[src/rtl/mc_ctrl_pkg.sv]
// Shared types and encodings for the multicycle ARM control decoder.
// Imported by the main FSM and the decoder top.
package mc_ctrl_pkg;

  typedef enum logic [3:0] {
    FETCH,
    DECODE,
    MEMADR,
    MEMRD,
    MEMWB,
    MEMWR,
    EXECR,
    EXECI,
    ALUWB,
    BRANCH
  } statetype_t;

  localparam logic [1:0] ALU_ADD = 2'b00;
  localparam logic [1:0] ALU_SUB = 2'b01;
  localparam logic [1:0] ALU_AND = 2'b10;
  localparam logic [1:0] ALU_ORR = 2'b11;

  localparam logic [1:0] RES_ALUOUT = 2'b00;
  localparam logic [1:0] RES_DATA   = 2'b01;
  localparam logic [1:0] RES_ALURES = 2'b10;

  localparam logic [1:0] SRCB_REG  = 2'b00;
  localparam logic [1:0] SRCB_IMM  = 2'b01;
  localparam logic [1:0] SRCB_FOUR = 2'b10;

  localparam logic [1:0] OP_DP  = 2'b00;
  localparam logic [1:0] OP_MEM = 2'b01;
  localparam logic [1:0] OP_BR  = 2'b10;

endpackage

[src/rtl/mc_decoder_mainfsm.sv]
// Moore main FSM: sequences fetch, decode and execute cycles
// and drives datapath selects and raw write requests.
module mainfsm
  import mc_ctrl_pkg::*;
(
  input  logic       clk_i,
  input  logic       reset_i,
  input  logic [1:0] op_i,
  input  logic [5:0] funct_i,
  output logic       ir_write_o,
  output logic       next_pc_o,
  output logic       adr_src_o,
  output logic [1:0] result_src_o,
  output logic       alu_src_a_o,
  output logic [1:0] alu_src_b_o,
  output logic       reg_w_o,
  output logic       mem_w_o,
  output logic       alu_op_o,
  output logic       branch_o
);

  statetype_t state_q, state_d;

  always_ff @(posedge clk_i or posedge reset_i) begin
    if (reset_i) state_q <= FETCH;
    else         state_q <= state_d;
  end

  always_comb begin
    state_d      = FETCH;
    ir_write_o   = 1'b0;
    next_pc_o    = 1'b0;
    adr_src_o    = 1'b0;
    result_src_o = RES_ALUOUT;
    alu_src_a_o  = 1'b0;
    alu_src_b_o  = SRCB_REG;
    reg_w_o      = 1'b0;
    mem_w_o      = 1'b0;
    alu_op_o     = 1'b0;
    branch_o     = 1'b0;
    case (state_q)
      FETCH: begin
        state_d      = DECODE;
        ir_write_o   = 1'b1;
        next_pc_o    = 1'b1;
        alu_src_a_o  = 1'b1;
        alu_src_b_o  = SRCB_FOUR;
        result_src_o = RES_ALURES;
      end
      DECODE: begin
        alu_src_a_o  = 1'b1;
        alu_src_b_o  = SRCB_FOUR;
        result_src_o = RES_ALURES;
        case (op_i)
          OP_MEM:  state_d = MEMADR;
          OP_DP:   state_d = funct_i[5] ? EXECI : EXECR;
          OP_BR:   state_d = BRANCH;
          default: state_d = FETCH;
        endcase
      end
      MEMADR: begin
        state_d     = funct_i[0] ? MEMRD : MEMWR;
        alu_src_b_o = SRCB_IMM;
      end
      MEMRD: begin
        state_d   = MEMWB;
        adr_src_o = 1'b1;
      end
      MEMWB: begin
        result_src_o = RES_DATA;
        reg_w_o      = 1'b1;
      end
      MEMWR: begin
        adr_src_o = 1'b1;
        mem_w_o   = 1'b1;
      end
      EXECR: begin
        state_d  = ALUWB;
        alu_op_o = 1'b1;
      end
      EXECI: begin
        state_d     = ALUWB;
        alu_src_b_o = SRCB_IMM;
        alu_op_o    = 1'b1;
      end
      ALUWB: reg_w_o = 1'b1;
      BRANCH: begin
        alu_src_b_o  = SRCB_IMM;
        result_src_o = RES_ALURES;
        branch_o     = 1'b1;
      end
      default: state_d = FETCH;
    endcase
  end

endmodule

[src/rtl/mc_decoder.sv]
// Multicycle ARM control decoder: main FSM plus ALU decode,
// PC-write request and immediate/register source selects.
module mc_decoder
  import mc_ctrl_pkg::*;
(
  input  logic       clk,
  input  logic       reset,
  input  logic [1:0] Op,
  input  logic [5:0] Funct,
  input  logic [3:0] Rd,
  output logic [1:0] FlagW,
  output logic       PCS,
  output logic       NextPC,
  output logic       RegW,
  output logic       MemW,
  output logic       IRWrite,
  output logic       AdrSrc,
  output logic [1:0] ResultSrc,
  output logic       ALUSrcA,
  output logic [1:0] ALUSrcB,
  output logic [1:0] ALUControl,
  output logic [1:0] ImmSrc,
  output logic [1:0] RegSrc
);

  logic alu_op;
  logic branch;

  mainfsm u_fsm (
    .clk_i       (clk),
    .reset_i     (reset),
    .op_i        (Op),
    .funct_i     (Funct),
    .ir_write_o  (IRWrite),
    .next_pc_o   (NextPC),
    .adr_src_o   (AdrSrc),
    .result_src_o(ResultSrc),
    .alu_src_a_o (ALUSrcA),
    .alu_src_b_o (ALUSrcB),
    .reg_w_o     (RegW),
    .mem_w_o     (MemW),
    .alu_op_o    (alu_op),
    .branch_o    (branch)
  );

  // Only ADD/SUB produce meaningful carry/overflow, so CV is gated on them
  always_comb begin
    ALUControl = ALU_ADD;
    FlagW      = 2'b00;
    if (alu_op) begin
      unique case (Funct[4:1])
        4'b0100: ALUControl = ALU_ADD;
        4'b0010: ALUControl = ALU_SUB;
        4'b0000: ALUControl = ALU_AND;
        4'b1100: ALUControl = ALU_ORR;
        default: ALUControl = ALU_ADD;
      endcase
      FlagW[1] = Funct[0];
      FlagW[0] = Funct[0] & ~ALUControl[1];
    end
  end

  assign PCS    = branch | (RegW & (Rd == 4'b1111));
  assign ImmSrc = Op;
  assign RegSrc = {Op == OP_MEM, Op == OP_BR};

endmodule

[config.mk]
export PLATFORM = sky130hd
export DESIGN_NAME = mc_decoder
export DESIGN_NICKNAME = d
export VERILOG_FILES = /design/src/rtl/mc_ctrl_pkg.sv /design/src/rtl/mc_decoder_mainfsm.sv /design/src/rtl/mc_decoder.sv
export SDC_FILE = /design/constraint.sdc
export NUM_CORES = 1
export LEC_CHECK = 0
export BUFFER_PORTS_ARGS = -buffer_cell sky130_fd_sc_hd__buf_2
export CAP_MARGIN = 15
export CORE_AREA = 3 3 40 42
export CTS_BUF_LIST = sky130_fd_sc_hd__clkbuf_8
export DETAILED_ROUTE_END_ITERATION = 16
export DIE_AREA = 0 0 43 45
export PLACE_DENSITY = 0.71
export SYNTH_ARGS = -nofsm -noshare
export SYNTH_HDL_FRONTEND = slang
export SYNTH_SLANG_ARGS = --single-unit
export TNS_END_PERCENT = 50
[constraint.sdc]
create_clock -name clk -period 2.79 [get_ports clk]
set_clock_uncertainty 0.1 [all_clocks]
set_input_delay 0.1395 -clock clk [delete_from_list [all_inputs] [get_ports clk]]
set_output_delay 0.1395 -clock clk [all_outputs]
set_load 0.01 [all_outputs]
==> summary.md, run 1 <==
| Metric | Value |
|---|---|
| Run status | `finished, final reports clean` |
| Period utilisation layout | `0.6258` |
| Biggest regs | `u_fsm.state_q: 4 flops` |
| Post-Syn Area | `around 410 um^2` |
| GP Congestion | `0.8400` |
| H-Tree Depth | `1` |
| Crit Path Category | `flip-flop to output pin` |
| Register area share after synthesis | `0.2462` |
| Crit path max fanout | `14` |
| Final Hold Fails | `0` |
| Post-Synthesis Cells | `56` |
| Worst Tran Pin Value | `a little over 400 ps` |
| Ys async rst share | `1.000` |
| Rows | `13` |
| Post-synthesis register bit count | `4` |
| FMAX | `0.5728 GHz` |
| Clk buf depth | `2` |
| Hold WC Path Type | `primary input to flip-flop` |
| Pwr dens | `around 1000 mW/mm^2` |
| Routed WL per cell | `10.74 um` |
| RSZ-0062 raised after global routing | `false` |
| Initial Util | `0.3165` |
| Post-layout min period | `1746 ps` |
| Slew HR | `0.7262` |
| Die area | `about 0.0019 mm^2` |
| First DRT Iteration DRCs | `7` |
| Clock-pin slew on the worst setup and hold paths | `30 ps` |
| Ports | `33` |
| Largest net degree at the start of global routing | `15` |
| Setup TNS | `0 ps` |
| Root buf cell | `clkbuf_8` |
| Nets | `between 100 and 150` |
| I/O Buffers | `32` |
| Total grt overflow | `0` |
| Total power | `0.5929 mW` |
| Yosys cell types | `23` |
| Yosys warns | `0` |
| Yosys top cell by area | `dfrtp_1` |
| Clock Sinks | `4` |
| Hold WS | `around 83 ps` |
| Dominant cell by count in the synthesized netlist | `nor2_1` |
| Final-report max-slew violation count | `0` |
| Total track usage | `0.1172` |
| Max reg flops | `4` |
| Pre-CTS WS | `roughly 1300 ps` |
| Layout Area Growth over Synthesis | `45.54%` |
| EDFF count, synth | `0` |
| Post-synth top area share | `0.2462` |
| Proportion of layout cells with a drive suffix above 1 | `0.4471` |
| Post-DRT Antenna Nets | `0` |
| CTS tree | `done` |
| CTS resizes | `0` |
| CP required | `approximately 2600 ps` |
| DRC errors left | `0` |
| Leak | `about 0.32 nW` |
| Synth top area cells | `dfrtp_1 25%, nor2_1 10%, buf_4 7.4%` |
| Die H | `45 um` |
| CTS Buf Count | `3` |
| Setup slack after layout | `1044 ps` |
| First-pass GRT wire length | `between 1500 and 2000 um` |
| Syn_area_per_cell | `7.261 um^2` |
| Initial antenna violation count | `0` |
| Clock Latency Late Sink | `approximately 220 ps` |
| Max Cap Violations | `0` |
| Final wirelength | `roughly 1100 um` |
| Largest reg by FF count | `u_fsm.state_q` |
| Routed vias/inst | `4.770` |
| Startpoint Class | `flip-flop` |
| Endpoints failing setup | `0` |
| Post-synth top flop | `dfrtp_1` |
| Detailed placement HPWL | `roughly 830 um` |
| Max IR drop VDD | `roughly 0.3 mV` |
| Drt pass-1 iters | `4` |
| Core area | `roughly 0.0013 mm^2` |
| Syn nets | `70` |
| Detailed-route via count | `477` |
| Setup crit end kind | `output pin` |
| N_diodes | `0` |
| Commonest cells in the netlist | `11 x nor2_1, 5 x nor3_1` |
| Vias in the first global route | `400` |
| Die Wd | `about 43 um` |
| Worst EP arrival | `approximately 1500 ps` |
## per-stage QoR
| step | instances | utilization | area [um^2] |
|---|---|---|---|
| global placement | 96 | 0.4206 | 540.5 |
| detailed placement | 96 | 0.4206 | 540.5 |
| floorplan | 56 | - | 406.6 |
| global route | 100 | 0.4606 | 591.8 |
| CTS | 100 | 0.4606 | 591.8 |
| finish | 100 | 0.4606 | 591.8 |
## what timing repair did
item	CTS	global route
endpoints found under the setup margin	0	0
buffers inserted	0	0
hold buffers	1	0
endpoints found under the hold margin	4	0
## placed cells by master, fill, tap and decap left out, types with 2 or more instances in the layout
| cell type | n |
|---|---|
| nor2_1 | 11 |
| a211oi_1 | 2 |
| and2_1 | 2 |
| inv_1 | 4 |
| clkbuf_8 | 3 |
| o21ai_0 | 4 |
| nor2b_1 | 2 |
| dfrtp_1 | 4 |
| nor3_1 | 5 |
| nand2b_2 | 2 |
| a21oi_1 | 2 |
| buf_2 | 32 |
## area by class of cell
cell class,instances,area [um^2]
Clock buffer,3,41.29
Fill cell,131,693.2
Inverter,4,15.01
Multi-Input combinational cell,41,246.5
Sequential cell,4,100.1
Tap cell,15,18.77
Timing Repair Buffer,33,170.2
## report_power, final
group / switching [mW] / internal, mW
Sequential: 0.0648 / 0.0819
Clock: 0.0310 / 0.0921
Combinational: 0.173 / 0.151
Total: 0.268 / 0.324
## layer usage
metal,GRT usage,wire length [um],vias up
li1,-,-,245
met1,0.1418,459,210
met2,0.1796,499,20
met3,0.03984,95,2
met4,0.07229,19,0
met5,0,0,-
## critical path, stage by stage (launching register included)
cell,delay (ps)
dfrtp_1,580
nand3b_1,280
nor2_1,170
and2_1,140
buf_2,120
## cell families after synthesis
logic type,synth area share
multiplexers,0.02462
buffers and inverters,0.1477
flip-flops,0.2462
XOR/XNOR,0.02154
AND/OR/NAND/NOR,0.3262
AO/OA/AOI/OAI,0.2339
## final timing paths
kind                       cells after the start  slack (ps)               end              from
max in group asynchronous                      3        2200  u_fsm.state_q[3]             reset
min                                            3          80  u_fsm.state_q[1]          Funct[0]
max reg2reg                                    2        1490  u_fsm.state_q[3]  u_fsm.state_q[2]
min reg2reg                                    1         600  u_fsm.state_q[0]  u_fsm.state_q[0]
max                                            4        1040          FlagW[0]  u_fsm.state_q[1]
min in group asynchronous                      3         240  u_fsm.state_q[0]             reset
Note: power is estimated with default switching activity, not from simulation.
==> run 2, diff against run 1 <==
- PLACE_DENSITY: 0.71 -> 0.74
- clock period: 2.79 -> 1.5 ns (I/O delays scaled with it)
==> run 2 against run 1 <==
Against the previous run:
- the flow now finishes with violations (setup timing)
- core utilization up 4.9 points
- largest cell class unchanged
- power up 110%
- highest routed layer unchanged
- wire length up 4.6%
- cell area up 11%
- critical path depth unchanged
- flip-flop and latch count unchanged
==> summary.md, run 2 (same netlist as run 1, synthesis figures left out) <==
| Metric | Value |
|---|---|
| CTS tree | `done` |
| Pre-CTS WS | `between 150 and 200 ps` |
| Worst Tran Pin Value | `between 300 and 400 ps` |
| Setup slack after layout | `-5.703 ps` |
| Setup TNS | `-5.703 ps` |
| Ports | `33` |
| R2R Path End | `u_fsm.state_q[3]` |
| Post-DRT Antenna Nets | `0` |
| Period utilisation layout | `1.004` |
| Crit path max fanout | `6` |
| Leak | `about 0.35 nW` |
| Number of fill cells | `about 130` |
| I/O Buffers | `32` |
| Start of the worst register-to-register path | `u_fsm.state_q[3]` |
| Startpoint Class | `flip-flop` |
| Total power | `between 1 and 1.5 mW` |
| CP required | `roughly 1300 ps` |
| Hold Path Stages | `2` |
| Max reg flops | `4` |
| FF-to-FF path depth | `2` |
| FMAX | `between 0.6 and 0.7 GHz` |
| DRC errors left | `0` |
| Post-layout min period | `between 1500 and 2000 ps` |
| Hold Path Sink | `u_fsm.state_q[3]` |
| Die area | `slightly below 0.002 mm^2` |
| H-Tree Depth | `1` |
| Hold Crit Start | `Op[0]` |
| Total grt overflow | `0` |
| Layout Area Growth over Synthesis | `60.92%` |
| First DRT Iteration DRCs | `9` |
| Setup crit end kind | `output pin` |
| Initial antenna violation count | `0` |
| Flip-flop and latch area | `approximately 100 um^2` |
| Detailed-route via count | `roughly 500` |
| Leading cell type in the layout, fill and taps excluded | `buf_2` |
| Fin util | `0.5093` |
| Clock Sinks | `4` |
| Max Cap Violations | `0` |
| Initial Util | `0.3165` |
| Largest reg by FF count | `u_fsm.state_q` |
| Detailed placement HPWL | `about 860 um` |
| GP Congestion | `approximately 0.68` |
| Routed WL per cell | `around 11 um` |
| Routed vias/inst | `roughly 4.7` |
| Max IR drop VDD | `approximately 0.63 mV` |
| Clk buf depth | `2` |
| Die Wd | `between 40 and 50 um` |
| Root buf cell | `clkbuf_8` |
| Core area | `about 0.0013 mm^2` |
| Crit Path Category | `flip-flop to output pin` |
| Endpoints failing setup | `1` |
| Clock-pin slew on the worst setup and hold paths | `30 ps` |
| Vias in the first global route | `approximately 450` |
| Proportion of layout cells with a drive suffix above 1 | `0.5385` |
| Placed Cells | `98` |
| Failing checks | `setup timing` |
| Final-report max-slew violation count | `0` |
| Rows | `13` |
| Drt pass-1 iters | `4` |
| Finished Layout Cells | `roughly 110` |
| Commonest cells after routing, fill and taps aside | `32 x buf_2, 10 x nor2_1, 6 x buf_4` |
| Biggest regs | `u_fsm.state_q: 4 flops` |
| Pwr dens | `~1900 mW/mm^2` |
| First-pass GRT wire length | `roughly 1800 um` |
| Flop2flop setup slack | `300 ps` |
| RSZ-0062 raised after global routing | `true` |
| CTS Buf Count | `3` |
| Total track usage | `0.1214` |
| Run status | `complete, but fails checks` |
| Largest net degree at the start of global routing | `12` |
| Die H | `roughly 45 um` |
| Final Hold Fails | `0` |
| Slew HR | `0.7739` |
| Worst EP arrival | `between 1000 and 1500 ps` |
| Clock Latency Late Sink | `220 ps` |
| N_diodes | `0` |
| Area of the multi-input gates | `between 200 and 300 um^2` |
| Final wirelength | `1123 um` |
| Nets | `about 110` |
| Hold WC Path Type | `primary input to flip-flop` |
## run 2: cell types whose count changed in the layout (fill, tap and decap cells not counted), sizes merged
| cell | before | now |
|---|---|---|
| buf | 32 | 38 |
## run 2: per-stage QoR
step	hold slack, ps	cell area, um^2
final	12.84	654.4
after CTS	19.87	623.1
after detailed placement	-139.8	555.5
after floorplan	-258.9	406.6
after global routing	38.94	654.4
after global placement	-139.3	555.5
## run 2: report_power, final
part	total (mW)	switching, mW	internal, mW
Combinational	0.748	0.375	0.373
Clock	0.233	0.0611	0.172
Sequential	0.242	0.0856	0.157
Total	1.22	0.522	0.701
## run 2: layout make-up
type	count	share of cell area
Timing Repair Buffer	39	0.3289
Clock buffer	3	0.06310
Tap cell	15	0.02868
Sequential cell	4	0.1568
Multi-Input combinational cell	41	0.3996
Inverter	4	0.02294
## run 2: repair_timing
| action | in CTS | in global routing |
|---|---|---|
| endpoints found under the setup margin | 7 | 8 |
| hold buffers | 1 | 0 |
| pin swaps | 0 | 0 |
| endpoints found under the hold margin | 4 | 0 |
| gates resized for setup | 4 | 3 |
| buffers inserted | 1 | 3 |
## run 2: how the worst max path moves through the flow
stage                                 from          to  slack (ps)  cells past startpoint
after floorplan           u_fsm.state_q[3]      NextPC          40                      4
after global placement    u_fsm.state_q[2]     IRWrite         180                      3
after detailed placement  u_fsm.state_q[2]      NextPC         170                      3
after CTS                 u_fsm.state_q[3]    FlagW[0]          -7                      4
after global routing      u_fsm.state_q[3]    FlagW[0]         -70                      4
final                     u_fsm.state_q[3]  ALUSrcB[0]          -6                      4
## run 2: critical path, stage by stage (launching register included)
cell and delay (ps):
dfrtp_2 430, nand3b_1 270, o21ai_0 140, a22o_1 150, buf_2 120
## run 2: per-layer routing
layer / global-route usage / share of wire / wire [um]
met5: 0 / 0 / 0
met3: 0.03984 / 0.092 / 103
met2: 0.2096 / 0.50 / 560
met1: 0.1446 / 0.40 / 446
met4: 0.03614 / 0.011 / 12
